==> src/rtl/sample_rate_pkg.sv <==
// Shared types, rate table and increment helper for the fractional-N sample timing generator.
package sample_rate_pkg;

  typedef enum logic [1:0] {
    RATE_48K  = 2'd0,
    RATE_44K1 = 2'd1,
    RATE_32K  = 2'd2,
    RATE_96K  = 2'd3
  } rate_sel_t;

  typedef enum logic {
    IDLE_S = 1'b0,
    RUN_S  = 1'b1
  } state_t;

  localparam int unsigned RATE_HZ [4] = '{48_000, 44_100, 32_000, 96_000};

  // Phase increment per clock: one os_tick is owed every CLK_HZ units of phase.
  function automatic int unsigned rate_inc(rate_sel_t sel, int unsigned osr);
    return RATE_HZ[sel] * osr;
  endfunction

endpackage

==> src/rtl/frac_divider.sv <==
// Phase accumulator: adds inc each running cycle and flags a tick whenever a full CLK_HZ of phase is crossed.
module frac_divider #(
  parameter int unsigned CLK_HZ = 50_000_000,
  parameter int unsigned ACC_W  = 27
) (
  input  logic             clk_i,
  input  logic             reset_i,
  input  logic             run_i,
  input  logic [ACC_W-1:0] inc_i,
  output logic             tick_c_o
);

  localparam logic [ACC_W-1:0] LIMIT = ACC_W'(CLK_HZ);

  logic [ACC_W-1:0] acc_q;
  logic [ACC_W-1:0] acc_d;
  logic [ACC_W-1:0] sum_c;
  logic             wrap_c;

  // acc < CLK_HZ and inc < CLK_HZ, so the sum never exceeds ACC_W bits.
  always_comb begin
    sum_c    = acc_q + inc_i;
    wrap_c   = (sum_c >= LIMIT);
    acc_d    = wrap_c ? (sum_c - LIMIT) : sum_c;
    tick_c_o = run_i & wrap_c;
    if (!run_i) begin
      acc_d = '0;
    end
  end

  always_ff @(posedge clk_i) begin
    if (reset_i) begin
      acc_q <= '0;
    end else begin
      acc_q <= acc_d;
    end
  end

endmodule

==> src/rtl/sample_rate_gen.sv <==
// Fractional-N sample timing generator: os_tick at fs*OSR, sample_tick and lrclk at fs,
// with frame-aligned runtime rate switching.
module sample_rate_gen
  import sample_rate_pkg::*;
#(
  parameter int unsigned CLK_HZ = 50_000_000,
  parameter int unsigned OSR    = 64,
  parameter int unsigned ACC_W  = 27
) (
  input  logic                    Clk,
  input  logic                    Reset,
  input  logic                    enable,
  input  logic [1:0]              rate_sel,
  output logic                    rate_ack,
  output logic                    os_tick,
  output logic                    sample_tick,
  output logic                    lrclk,
  output logic [$clog2(OSR)-1:0]  os_cnt
);

  localparam int unsigned CNT_W = $clog2(OSR);
  localparam logic [CNT_W-1:0] LAST = CNT_W'(OSR - 1);
  localparam logic [CNT_W-1:0] HALF = CNT_W'(OSR / 2);

  if ((OSR % 2) != 0 || OSR < 2 || OSR > 520) begin : g_osr_range_chk
    $error("sample_rate_gen: OSR must be even and within 2..520");
  end
  if (64'(96_000) * 64'(OSR) >= 64'(CLK_HZ)) begin : g_osr_rate_chk
    $error("sample_rate_gen: 96000*OSR must be below CLK_HZ");
  end
  if (64'(ACC_W) < 64'($clog2(64'(2) * 64'(CLK_HZ)))) begin : g_acc_w_chk
    $error("sample_rate_gen: ACC_W too narrow for 2*CLK_HZ");
  end

  state_t           state_q;
  rate_sel_t        active_q;
  rate_sel_t        pend_rate_q;
  logic             pend_valid_q;
  logic             applied_q;

  logic [ACC_W-1:0] inc_c;
  logic             tick_c;
  logic             last_c;
  logic             frame_end_c;
  logic             apply_c;
  logic [CNT_W-1:0] cnt_next_c;

  frac_divider #(
    .CLK_HZ (CLK_HZ),
    .ACC_W  (ACC_W)
  ) u_frac_divider (
    .clk_i    (Clk),
    .reset_i  (Reset),
    .run_i    (enable),
    .inc_i    (inc_c),
    .tick_c_o (tick_c)
  );

  // Frame bookkeeping for the tick about to be registered.
  always_comb begin
    inc_c       = ACC_W'(rate_inc(active_q, OSR));
    last_c      = (os_cnt == LAST);
    frame_end_c = tick_c & last_c;
    apply_c     = frame_end_c & pend_valid_q;
    cnt_next_c  = os_cnt;
    if (tick_c) begin
      cnt_next_c = last_c ? '0 : os_cnt + CNT_W'(1);
    end
  end

  // Rate switches only land on a frame boundary; the accumulator keeps its phase.
  always_ff @(posedge Clk) begin
    if (Reset || !enable) begin
      state_q      <= IDLE_S;
      active_q     <= rate_sel_t'(rate_sel);
      pend_rate_q  <= RATE_48K;
      pend_valid_q <= 1'b0;
      applied_q    <= 1'b0;
      rate_ack     <= 1'b0;
      os_tick      <= 1'b0;
      sample_tick  <= 1'b0;
      lrclk        <= 1'b0;
      os_cnt       <= '0;
    end else begin
      state_q     <= RUN_S;
      os_tick     <= tick_c;
      sample_tick <= frame_end_c;
      os_cnt      <= cnt_next_c;
      lrclk       <= (cnt_next_c >= HALF);
      applied_q   <= apply_c;
      rate_ack    <= applied_q;
      if (apply_c) begin
        active_q     <= pend_rate_q;
        pend_valid_q <= 1'b0;
      end else if (state_q == RUN_S) begin
        pend_rate_q  <= rate_sel_t'(rate_sel);
        pend_valid_q <= (rate_sel_t'(rate_sel) != active_q);
      end
    end
  end

endmodule

==> config.mk <==
export PLATFORM = sky130hd
export DESIGN_NAME = sample_rate_gen
export DESIGN_NICKNAME = d
export VERILOG_FILES = /design/src/rtl/sample_rate_pkg.sv /design/src/rtl/frac_divider.sv /design/src/rtl/sample_rate_gen.sv
export SDC_FILE = /design/constraint.sdc
export NUM_CORES = 1
export LEC_CHECK = 0
export BUFFER_PORTS_ARGS = -buffer_cell sky130_fd_sc_hd__buf_2
export CAP_MARGIN = 15
export CORE_MARGIN = 4
export CORE_UTILIZATION = 40
export DETAILED_ROUTE_END_ITERATION = 10
export PLACE_DENSITY = 0.64
export SLEW_MARGIN = 30
export SYNTH_ARGS = -nofsm -noshare
export SYNTH_HDL_FRONTEND = slang
export SYNTH_SLANG_ARGS = --single-unit
==> constraint.sdc <==
create_clock -name Clk -period 3.89 [get_ports Clk]
set_input_delay 0.5835 -clock Clk [delete_from_list [all_inputs] [get_ports Clk]]
set_output_delay 0.5835 -clock Clk [all_outputs]
set_load 0.03 [all_outputs]
==> impl_results.md, run 1 <==
- Run status: finished, final reports clean
- Cell depth of the worst hold path: 1
- Nature of the critical path startpoint: register
- RD Place Congestion: 0.844
- Max-Slew Margin vs Limit: 59.2%
- Worst voltage drop across the vdd grid: roughly 0.22 mV
- Non-Filler Cell Area, Final: approximately 0.0031 mm2
- Global router's overall resource usage: between 10% and 20%
- Post-synthesis average cell area: between 8 and 9 um2
- Placed cell areas: between 0.002 and 0.003 mm2
- Minimum period implied by the final worst setup slack: around 3.7 ns
- Worst reg2reg endpoint: u_frac_divider.acc_q[14]
- Maximum cell stage delay along the critical path: 0.53 ns
- Fill cells: 612
- Final period util: a little over nine tenths
- Clock-pin slew of the registers on the worst-case setup and hold paths: 0.09 ns
- Area of combinational cells with multiple inputs: 0.00192 mm2
- Most prevalent standard cell on the critical path: sky130_fd_sc_hd__ha_1
- Origin of the worst min-delay path: applied_q
- Critical path required time: just over 4 ns
- Share of cells above drive strength 1: 21.1%
- Number of buffers added for setup after CTS: 0
- Instance count of the mapped netlist: between 300 and 400
- Post-synthesis register bit count: 36
- Detailed-route vias per instance: roughly 6.0
- Post-layout nets: 375
- Proportion of synthesized flip-flops having asynchronous set or reset: 0%
- Origin of the critical flop-to-flop path: active_q[0]
- Detailed Routing Iterations Pass 1: 5
- Half-perimeter wire length after placement: about 4800 um
- Remaining number of nets flagged by the antenna check after routing: 0
- Pre-CTS setup slack: 0.133 ns
- CTS HTree Levels: 2
- Crit path cell chain: inv_1 > ha_1 > ha_1 > and4_4 > a211oi_2 > o21ai_4 > a311oi_2 > xnor2_2 > o2111ai_4 > o211a_4 > or4_1 > a21oi_1
- Post-synthesis instance area: between 0.002 and 0.003 mm2
- Unrepaired setup endpoints after global routing: false
- Vertical extent of the die: around 91 um
- Total Power: roughly 1.2 mW
- Power density cells: approximately 400 mW/mm2
- Post-route clock skew: 0.00931 ns
- Area growth from synthesis to layout: 13.2%
- Latest clock arrival within the worst-skew pair: ~0.29 ns
- Via total after detailed routing: about 2600
- Clock Sink Count: 36
- Clock tree root buffer cell: sky130_fd_sc_hd__clkbuf_8
- Count of flip-flops with a built-in enable after synthesis: 2
- Data arrival time of the critical path: 3.92 ns
- Area of all sequential standard cells: 741 um2
- Total congestion overflow: 0
- Leakage power: between 1 and 1.5 nW
- Main flop type after synthesis: sky130_fd_sc_hd__dfxtp_1
- Final Worst Setup Slack: ~0.19 ns
- Die Area: 0.00823 mm2
- Kind of capture point of the worst setup path: register
- TritonCTS buffer count: 5
- Vias in the first global route: between 2000 and 2500
- Number of antenna violations at the first check in global routing: 0
- Transition time of the tightest slew-check pin: approximately 0.61 ns
- R2r worst-path depth: 12
- Critical Setup Path Class: register to register
- Pin count of the biggest net entering global routing: 32
- Placeable core area: about 0.0065 mm2
- Class of the tightest hold or removal check: register to register
- Detailed-route DRC error count: 0
- Iteration-0 DRC Markers: 300
- Maximum clock frequency: between 200 and 300 MHz
- Max-slew violation count: 0
- Average wire length per cell after detail routing: 15.6 um
- Antenna diode count: 0
- Width of the die: 90.7 um
- Total length of routed wires: 6690 um
- CTS tree: built
- Post_cts resized: 0
- Number of buffers inserted by port buffering: 14
- Final setup fails: 0
- Final Hold Viols: 0
- Count of warnings emitted by yosys: 0
- Reported max-cap violation count: 0
- Sum Neg Setup Slack: 0 ns
- Critical Path Fanout Max: 17
- Std-Cell Rows: 29
- Slowest CP cell: sky130_fd_sc_hd__or4_1
- Fin util: 47.7%
- Post-Synthesis Net Count: 358
- Hold_buf cts: 0
- Sink of the worst hold path: rate_ack
- Register-to-register setup slack: roughly 0.19 ns
- Count of boundary I/O pins: 15
- Initial standard-cell utilization of the core: 42.2%
- Portion of the post-synthesis area used by sequential elements: a little over a quarter
- Maximum buffer depth of the clock tree: 2
- First-pass GRT wire length: 10900 um
- Unique masters post-synth: 64
-- per-layer routing --
metal  share of wire (%)  up-vias  wire length (um)  global-route usage, %
li1                    -     1269                 -                      -
met1                  48     1214              3220                   23.1
met2                  46       75              3050                   24.0
met3                 5.0        8               331                   2.17
met4                 1.3        0                89                   4.46
met5                   0        -                 0                      0
-- final cells by class --
cell class / instances / area share [%]
Multi-Input combinational cell: 267 / 62.1
Sequential cell: 36 / 23.9
Timing Repair Buffer: 29 / 5.89
Tap cell: 77 / 3.11
Clock buffer: 5 / 2.22
Clock inverter: 3 / 1.49
Inverter: 11 / 1.33
-- synthesized netlist by cell type, types with 3 or more instances --
cell | instances | area share (%)
sky130_fd_sc_hd__a211oi_1 | 4 | 1.1
sky130_fd_sc_hd__a21o_1 | 4 | 1.1
sky130_fd_sc_hd__a21oi_1 | 19 | 3.5
sky130_fd_sc_hd__a31o_2 | 8 | 2.6
sky130_fd_sc_hd__a31oi_1 | 15 | 3.4
sky130_fd_sc_hd__and2_1 | 6 | 1.4
sky130_fd_sc_hd__and3_1 | 3 | 0.69
sky130_fd_sc_hd__buf_2 | 9 | 1.6
sky130_fd_sc_hd__buf_4 | 3 | 0.82
sky130_fd_sc_hd__clkbuf_1 | 6 | 0.82
sky130_fd_sc_hd__dfxtp_1 | 34 | 25
sky130_fd_sc_hd__ha_1 | 20 | 9.1
sky130_fd_sc_hd__inv_1 | 11 | 1.5
sky130_fd_sc_hd__mux2i_1 | 3 | 1.1
sky130_fd_sc_hd__nand2_1 | 31 | 4.2
sky130_fd_sc_hd__nand2b_1 | 5 | 1.1
sky130_fd_sc_hd__nand3_1 | 8 | 1.5
sky130_fd_sc_hd__nand4_1 | 5 | 1.1
sky130_fd_sc_hd__nor2_1 | 26 | 3.6
sky130_fd_sc_hd__nor2b_1 | 3 | 0.69
sky130_fd_sc_hd__nor3_1 | 15 | 2.7
sky130_fd_sc_hd__nor3b_2 | 3 | 1.4
sky130_fd_sc_hd__nor4_1 | 3 | 0.69
sky130_fd_sc_hd__o2111ai_1 | 3 | 0.96
sky130_fd_sc_hd__o21ai_0 | 15 | 2.7
sky130_fd_sc_hd__o31ai_1 | 4 | 1.1
sky130_fd_sc_hd__or4_1 | 5 | 1.4
sky130_fd_sc_hd__xnor2_1 | 7 | 2.2
sky130_fd_sc_hd__xor2_1 | 8 | 2.6
-- cell usage in the layout, fill, tap and decap left out, drive strengths merged, types with 4 or more instances in the layout --
cell,n
a211oi,5
a21o,4
a21oi,20
a31o,9
a31oi,15
and2,7
buf,29
clkbuf,5
dfxtp,34
ha,20
inv,12
nand2,32
nand2b,5
nand3,8
nand4,6
nor2,26
nor3,15
nor3b,5
o2111ai,4
o21ai,18
o31ai,4
or4,5
xnor2,8
xor2,8
-- critical path: cells and delay by family, from the launching register on --
family / cells / cell delay [ns]
DFF: 1 / 0.44
buffers and inverters: 1 / 0.07
xor gates and xnor gates: 1 / 0.20
AOI/OAI and AO/OA: 6 / 1.55
adders and majority gates: 2 / 0.59
and+or+nand+nor: 2 / 0.78
-- stage by stage --
step	std cells	hold WS [ns]
6_report	428	0.440
5_1_grt	428	0.452
4_1_cts	428	0.444
3_5_place_dp	420	0.424
3_3_place_gp	420	0.415
2_1_floorplan	333	0.406
-- cells by family (layout without fill, tap and decap cells) --
kind of cell / count (synthesis) / after routing / synth area share, %
AOI/OAI and AO/OA: 100 / 100 / 27.5
xor gates and xnor gates: 16 / 16 / 5.39
adders and majority gates: 20 / 20 / 9.14
buffers and inverters: 30 / 48 / 4.93
DFF: 36 / 36 / 27.0
muxes: 4 / 4 / 1.51
and+or+nand+nor: 127 / 127 / 24.5
-- worst max path at each step --
stage | startpoint | endpoint | slack, ns
2_1_floorplan | active_q[1] | u_frac_divider.acc_q[14] | 0.44
3_3_place_gp | active_q[0] | u_frac_divider.acc_q[14] | 0.19
3_5_place_dp | active_q[1] | u_frac_divider.acc_q[14] | 0.13
4_1_cts | active_q[1] | u_frac_divider.acc_q[14] | 0.09
5_1_grt | active_q[0] | u_frac_divider.acc_q[16] | 0.007
6_report | active_q[0] | u_frac_divider.acc_q[14] | 0.19
-- power by group --
part	internal, mW	total [mW]	switching [mW]
Combinational	0.194	0.490	0.296
Clock	0.193	0.347	0.154
Sequential	0.391	0.403	0.0117
No activity file was read; power rests on OpenSTA's default activity.
==> inputs of run 2 (changes only) <==
--- a/config.mk
+++ b/config.mk
@@ -7,9 +7,11 @@
 export LEC_CHECK = 0
 export BUFFER_PORTS_ARGS = -buffer_cell sky130_fd_sc_hd__buf_2
 export CAP_MARGIN = 15
+export CORE_ASPECT_RATIO = 1.2
 export CORE_MARGIN = 4
 export CORE_UTILIZATION = 40
 export DETAILED_ROUTE_END_ITERATION = 10
+export GPL_TIMING_DRIVEN = 0
 export PLACE_DENSITY = 0.64
 export SLEW_MARGIN = 30
 export SYNTH_ARGS = -nofsm -noshare
==> constraint.sdc (replaced) <==
create_clock -name Clk -period 3.5 [get_ports Clk]
set_input_delay 0.525 -clock Clk [delete_from_list [all_inputs] [get_ports Clk]]
set_output_delay 0.525 -clock Clk [all_outputs]
set_load 0.03 [all_outputs]
==> run 2 against run 1 <==
Sequential cell count is the same. First-iteration DRC count decreased by 59%. Global-route usage rose by 2.6 points. Wire length is 20% higher. Register-to-register slack worse by 0.18 ns. Clock-buffer cell count up 3. Largest power group unchanged. Worst hold slack better by 0.018 ns. Via count grew 6.4%.
==> impl_results.md, run 2 (synthesis gave the netlist of run 1 again) <==
- Power density cells: 398 mW/mm2 (-0.55%)
- Area of all sequential standard cells: 741 um2 (unchanged)
- Via total after detailed routing: 2731 (+6.4%)
- Area growth from synthesis to layout: 37.8%
- Share of cells above drive strength 1: 38.8% (+18 points)
- Fin util: 57.8% (+10 points)
- Placeable core area: 0.00653 mm2 (+0.48%)
- Average wire length per cell after detail routing: 17.0 um (+9.1%)
- Minimum period implied by the final worst setup slack: 3.49 ns (-0.205 ns)
- CTS HTree Levels: 2 (unchanged)
- First-pass GRT wire length: 12400 um (+14%)
- Clock-pin slew of the registers on the worst-case setup and hold paths: 0.07 ns (-0.02 ns)
- Clock tree root buffer cell: sky130_fd_sc_hd__clkbuf_8
- Critical Path Fanout Max: 7 (-10)
- Commonest non-fill, non-tap cells in the layout: sky130_fd_sc_hd__buf_4, sky130_fd_sc_hd__dfxtp_1, sky130_fd_sc_hd__nand2_1
- Worst voltage drop across the vdd grid: 0.306 mV (+37%)
- Crit path cell chain: buf_4 > ha_4 > buf_6 > ha_4 > and4_4 > a211oi_4 > o21ai_4 > buf_6 > o32ai_4 > o2111ai_4 > o211a_4 > or4_4 > a21oi_2
- Critical Setup Path Class: register to register
- RD Place Congestion: 0.822 (-2.5%)
- Total length of routed wires: 8040 um (+20%)
- Vias in the first global route: 2617 (+17%)
- Origin of the worst min-delay path: applied_q
- Data arrival time of the critical path: 3.71 ns (-0.21 ns)
- Fill cells: 559 (-8.7%)
- Remaining number of nets flagged by the antenna check after routing: 0 (unchanged)
- Final setup fails: 0 (unchanged)
- Latest clock arrival within the worst-skew pair: 0.29 ns (about the same)
- Final Hold Viols: 0 (unchanged)
- Unrepaired setup endpoints after global routing: true
- Critical path required time: 3.72 ns (-0.39 ns)
- Sum Neg Setup Slack: 0 ns (unchanged)
- Final period util: 99.9% (+4.7 points)
- TritonCTS buffer count: 5 (unchanged)
- Maximum buffer depth of the clock tree: 2 (unchanged)
- CTS tree: built
- Width of the die: 83.5 um (-7.9%)
- Class of the tightest hold or removal check: register to register
- Number of antenna violations at the first check in global routing: 0 (unchanged)
- Pin count of the biggest net entering global routing: 11 (-66%)
- Setup crit start: active_q[0]
- Nature of the critical path startpoint: register
- Detailed-route DRC error count: 0 (unchanged)
- Clock Sink Count: 36 (unchanged)
- Reported max-cap violation count: 0 (unchanged)
- Non-Filler Cell Area, Final: 0.00377 mm2 (+22%)
- Run status: finished, final reports clean
- Detailed-route vias per instance: 5.79 (-3.5%)
- Maximum clock frequency: 286 MHz (+5.9%)
- Placed cell areas: 0.00292 mm2 (-0.30%)
- Vertical extent of the die: 98.6 um (+8.7%)
- Origin of the critical flop-to-flop path: active_q[0]
- Post-route clock skew: 0.00837 ns (-0.000943 ns)
- Max-Slew Margin vs Limit: 59.3% (+0.094 points)
- Maximum cell stage delay along the critical path: 0.53 ns (about the same)
- Antenna diode count: 0 (unchanged)
- Half-perimeter wire length after placement: 5230 um (+8.0%)
- Detailed Routing Iterations Pass 1: 4 (-1)
- Slowest CP cell: sky130_fd_sc_hd__or4_4
- Leakage power: 1.47 nW (+17%)
- Initial standard-cell utilization of the core: 42.0% (-0.20 points)
- Total congestion overflow: 0 (unchanged)
- Area of combinational cells with multiple inputs: 0.00233 mm2 (+21%)
- Transition time of the tightest slew-check pin: 0.610 ns (+0.00418 ns)
- Iteration-0 DRC Markers: 122 (-59%)
- Count of boundary I/O pins: 15 (unchanged)
- Number of buffers inserted by port buffering: 14 (unchanged)
- Post-layout nets: 411 (+9.6%)
- Die Area: 0.00824 mm2 (about the same)
- Std-Cell Rows: 32 (+10%)
- Kind of capture point of the worst setup path: register
- Max-slew violation count: 0 (unchanged)
- Total Power: 1.50 mW (+21%)
- Global router's overall resource usage: 18.4% (+2.6 points)
==> run 2: cell types whose count changed in the layout (fill, tap and decap cells not counted), sizes merged <==
cell	before	now
buf	29	61
bufinv	1	0
inv	12	11
clkinvlp	1	0
clkbuf	5	12
==> run 2: where the power goes <==
| group | internal, mW | switching [mW] |
|---|---|---|
| clock network | 0.161 | 0.144 |
| registers | 0.435 | 0.0164 |
| logic | 0.323 | 0.422 |
==> run 2: final cells by class <==
cell class	count	area share (%)
Sequential cell	36	19.6
Timing Repair Buffer	48	8.85
Buffer	17	3.38
Tap cell	85	2.82
Multi-Input combinational cell	267	61.8
Inverter	11	1.16
Clock buffer	8	2.39
==> run 2: stage by stage <==
step | setup slack [ns] | hold WS [ns] | instances
floorplan | 0.0464 | 0.406 | 333
global placement | -0.635 | 0.422 | 432
detailed placement | -0.716 | 0.424 | 432
CTS | -0.0220 | 0.460 | 454
global route | -0.0884 | 0.493 | 472
finish | 0.00517 | 0.458 | 472
==> run 2: worst max-delay path: cells and delay by family, from the launching register on <==
family,cells,cell delay (ns)
flops,1,0.39
compound gates,6,1.46
fa+ha+maj,2,0.44
simple gates,2,0.71
buf+inv,3,0.43
==> run 2: final timing paths <==
kind	to	slack (ns)	depth (start not counted)
max reg2reg	u_frac_divider.acc_q[14]	0.005	13
min	rate_ack	0.46	1
min reg2reg	rate_ack	0.46	1
max	u_frac_divider.acc_q[14]	0.005	13
==> run 2: per-layer routing <==
layer  wire length [um]  track usage (%)
met4                184             7.80
met3                272             2.59
met1               3480             22.2
met2               4110             32.7
met5                  0                0
==> run 2: repair_timing <==
action,in CTS,in global routing
hold buffers,0,0
buffers inserted,15,19
resized for setup,56,52
pin swaps,16,21
gates cloned,1,0
setup endpoints to repair,34,34
==> inputs of run 3 (changes only) <==
==> constraint.sdc (replaced) <==
create_clock -name Clk -period 4.5 [get_ports Clk]
set_input_delay 0.675 -clock Clk [delete_from_list [all_inputs] [get_ports Clk]]
set_output_delay 0.675 -clock Clk [all_outputs]
set_load 0.03 [all_outputs]
==> run 3 against run 2 <==
Global-route usage decreased by 1.3 points. Core utilization fell by 12 points. Clock skew fell by 0.0013 ns. Final area is 20% lower. Combinational power fell by 46%. Highest routed layer unchanged. Wire length down 14%. Die area unchanged. Sequential cell count is the same. Clock-buffer cell count stayed put. First-iteration DRC count rose by 9.8%. Critical path depth down 1. Setup slack improved by 0.32 ns.
==> impl_results.md, run 3 (synthesis gave the netlist of run 1 again) <==
- Run status: finished, final reports clean
- Placeable core area: 0.00653 mm2 (unchanged)
- Commonest non-fill, non-tap cells in the layout: sky130_fd_sc_hd__dfxtp_1, sky130_fd_sc_hd__nand2_1, sky130_fd_sc_hd__nor2_1
- RD Place Congestion: 0.822 (unchanged)
- Std-Cell Rows: 32 (unchanged)
- Clock tree root buffer cell: sky130_fd_sc_hd__clkbuf_8
- Average wire length per cell after detail routing: 15.7 um (-7.6%)
- Minimum period implied by the final worst setup slack: 4.17 ns (+0.676 ns)
- Final setup fails: 0 (unchanged)
- Detailed-route vias per instance: 5.78 (-0.19%)
- Number of antenna violations at the first check in global routing: 0 (unchanged)
- Global router's overall resource usage: 17.1% (-1.3 points)
- Latest clock arrival within the worst-skew pair: 0.29 ns (about the same)
- Worst voltage drop across the vdd grid: 0.230 mV (-25%)
- Nature of the critical path startpoint: register
- Hold_buf cts: 0 (unchanged)
- TritonCTS buffer count: 5 (unchanged)
- Critical Setup Path Class: register to register
- Unrepaired setup endpoints after global routing: false
- Critical path required time: 4.45 ns (+0.73 ns)
- Register-to-register setup slack: 0.33 ns (+0.32 ns)
- Most prevalent standard cell on the critical path: sky130_fd_sc_hd__ha_1
- Max-Slew Margin vs Limit: 56.2% (-3.1 points)
- Sum Neg Setup Slack: 0 ns (unchanged)
- Maximum cell stage delay along the critical path: 0.46 ns (-0.07 ns)
- Number of buffers inserted by port buffering: 14 (unchanged)
- Critical path destination: active_q[1]
- Setup crit start: active_q[1]
- Detailed-route DRC error count: 0 (unchanged)
- Data arrival time of the critical path: 4.12 ns (+0.41 ns)
- Area growth from synthesis to layout: 10.0%
- Area of combinational cells with multiple inputs: 0.00187 mm2 (-20%)
- Number of buffers added for setup after CTS: 0 (-15)
- Area of all sequential standard cells: 741 um2 (unchanged)
- Share of cells above drive strength 1: 16.9% (-22 points)
- Initial standard-cell utilization of the core: 42.0% (unchanged)
- Half-perimeter wire length after placement: 5230 um (unchanged)
- Slowest CP cell: sky130_fd_sc_hd__edfxtp_1
- CTS tree: built
- Power density cells: 327 mW/mm2 (-18%)
- Vias in the first global route: 2462 (-5.9%)
- Most frequent standard cell in the layout excluding fill and tap cells: sky130_fd_sc_hd__dfxtp_1
- Width of the die: 83.5 um (unchanged)
- Crit path cell chain: inv_1 > ha_1 > ha_1 > and4_4 > a211oi_2 > o21ai_4 > a311oi_1 > xnor2_2 > o2111ai_4 > o211ai_2 > nand2_1 > o21ai_0
- Post-layout nets: 379 (-7.8%)
- Transition time of the tightest slew-check pin: 0.655 ns (+0.0448 ns)
- Pin count of the biggest net entering global routing: 11 (unchanged)
- Antenna diode count: 0 (unchanged)
- Clock Sink Count: 36 (unchanged)
- Origin of the critical flop-to-flop path: active_q[1]
- Post_cts resized: 0 (-100%)
- Leakage power: 1.22 nW (-17%)
- Max-slew violation count: 0 (unchanged)
- Kind of capture point of the worst setup path: register
- Count of boundary I/O pins: 15 (unchanged)
- Maximum buffer depth of the clock tree: 2 (unchanged)
- Vertical extent of the die: 98.6 um (unchanged)
- R2r worst-path depth: 12 (-1)
- Reported max-cap violation count: 0 (unchanged)
- Final period util: 92.7% (-7.2 points)
- Fill cells: 652 (+17%)
- Placed insts: 432 (unchanged)
- Number of cells on the critical path: 12 (-1)
- First-pass GRT wire length: 11700 um (-5.9%)
- Iteration-0 DRC Markers: 134 (+9.8%)
- Detailed Routing Iterations Pass 1: 4 (unchanged)
- Post-route clock skew: 0.00712 ns (-0.00125 ns)
- Die Area: 0.00824 mm2 (unchanged)
- CTS HTree Levels: 2 (unchanged)
- Via total after detailed routing: 2541 (-7.0%)
- Class of the tightest hold or removal check: register to register
- Final Hold Viols: 0 (unchanged)
- Critical Path Fanout Max: 7 (unchanged)
- Maximum clock frequency: 240 MHz (-16%)
- Total congestion overflow: 0 (unchanged)
- Final non-filler cell total: 440 (-6.8%)
- Crit-path leading delay family: compound AO/OA/AOI/OAI gates
- Buf/Inv on CP: 1 (-2)
- Worst reg2reg endpoint: active_q[1]
- Clock-pin slew of the registers on the worst-case setup and hold paths: 0.07 ns (about the same)
- Remaining number of nets flagged by the antenna check after routing: 0 (unchanged)
- Total length of routed wires: 6930 um (-14%)
## run 3: cell count changes in the layout (fill, tap and decap cells not counted), moves of 5 or more
cell	delta
sky130_fd_sc_hd__ha_1	+11
sky130_fd_sc_hd__a21oi_1	+6
sky130_fd_sc_hd__ha_4	-11
sky130_fd_sc_hd__buf_6	-7
sky130_fd_sc_hd__a21oi_2	-5
sky130_fd_sc_hd__buf_2	+5
sky130_fd_sc_hd__buf_4	-31
## run 3: power breakdown
| part | switching [mW] | internal, mW |
|---|---|---|
| Clock | 0.112 | 0.125 |
| Sequential | 0.0108 | 0.338 |
| Combinational | 0.251 | 0.148 |
| Total | 0.373 | 0.611 |
## run 3: how the worst min path moves through the flow
stage	startpoint	to	slack [ns]	cells after the start
detailed placement	applied_q	rate_ack	0.42	1
floorplan	applied_q	rate_ack	0.41	1
finish	applied_q	rate_ack	0.46	1
global route	pend_rate_q[1]	pend_rate_q[1]	0.49	2
global placement	applied_q	rate_ack	0.42	1
CTS	applied_q	rate_ack	0.46	1
## run 3: layer usage
layer,GRT usage (%),wire length [um],vias to the layer above
li1,-,-,1275
met1,21.2,3180,1185
met2,30.2,3350,69
met3,2.34,263,12
met4,6.19,138,0
met5,0,0,-
## run 3: worst register-to-register path, stage by stage, from the launching register on
cell,delay (ns)
sky130_fd_sc_hd__edfxtp_1,0.46
sky130_fd_sc_hd__inv_1,0.14
sky130_fd_sc_hd__ha_1,0.23
sky130_fd_sc_hd__ha_1,0.38
sky130_fd_sc_hd__and4_4,0.25
sky130_fd_sc_hd__a211oi_2,0.38
sky130_fd_sc_hd__o21ai_4,0.14
sky130_fd_sc_hd__a311oi_1,0.45
sky130_fd_sc_hd__xnor2_2,0.22
sky130_fd_sc_hd__o2111ai_4,0.22
sky130_fd_sc_hd__o211ai_2,0.35
sky130_fd_sc_hd__nand2_1,0.24
sky130_fd_sc_hd__o21ai_0,0.38
## run 3: cell type report
class / count / area share, %
Clock buffer: 8 / 2.99
Tap cell: 85 / 3.53
Sequential cell: 36 / 24.6
Timing Repair Buffer: 14 / 2.33
Multi-Input combinational cell: 267 / 62.1
Buffer: 19 / 3.11
Inverter: 11 / 1.37
## run 3: per-stage QoR
| stage | worst slack [ns] | hold slack (ns) | utilization, % | total power [mW] | cell area (um2) |
|---|---|---|---|---|---|
| finish | 0.330 | 0.459 | 46.2 | 0.985 | 3010 |
| floorplan | 1.05 | 0.406 | - | 0.670 | 2740 |
| detailed placement | 0.284 | 0.424 | 44.7 | 0.747 | 2920 |
| CTS | 0.255 | 0.460 | 46.1 | 0.984 | 3010 |
| global placement | 0.365 | 0.422 | 44.7 | 0.744 | 2920 |
| global route | 0.0360 | 0.493 | 46.2 | 1.06 | 3010 |
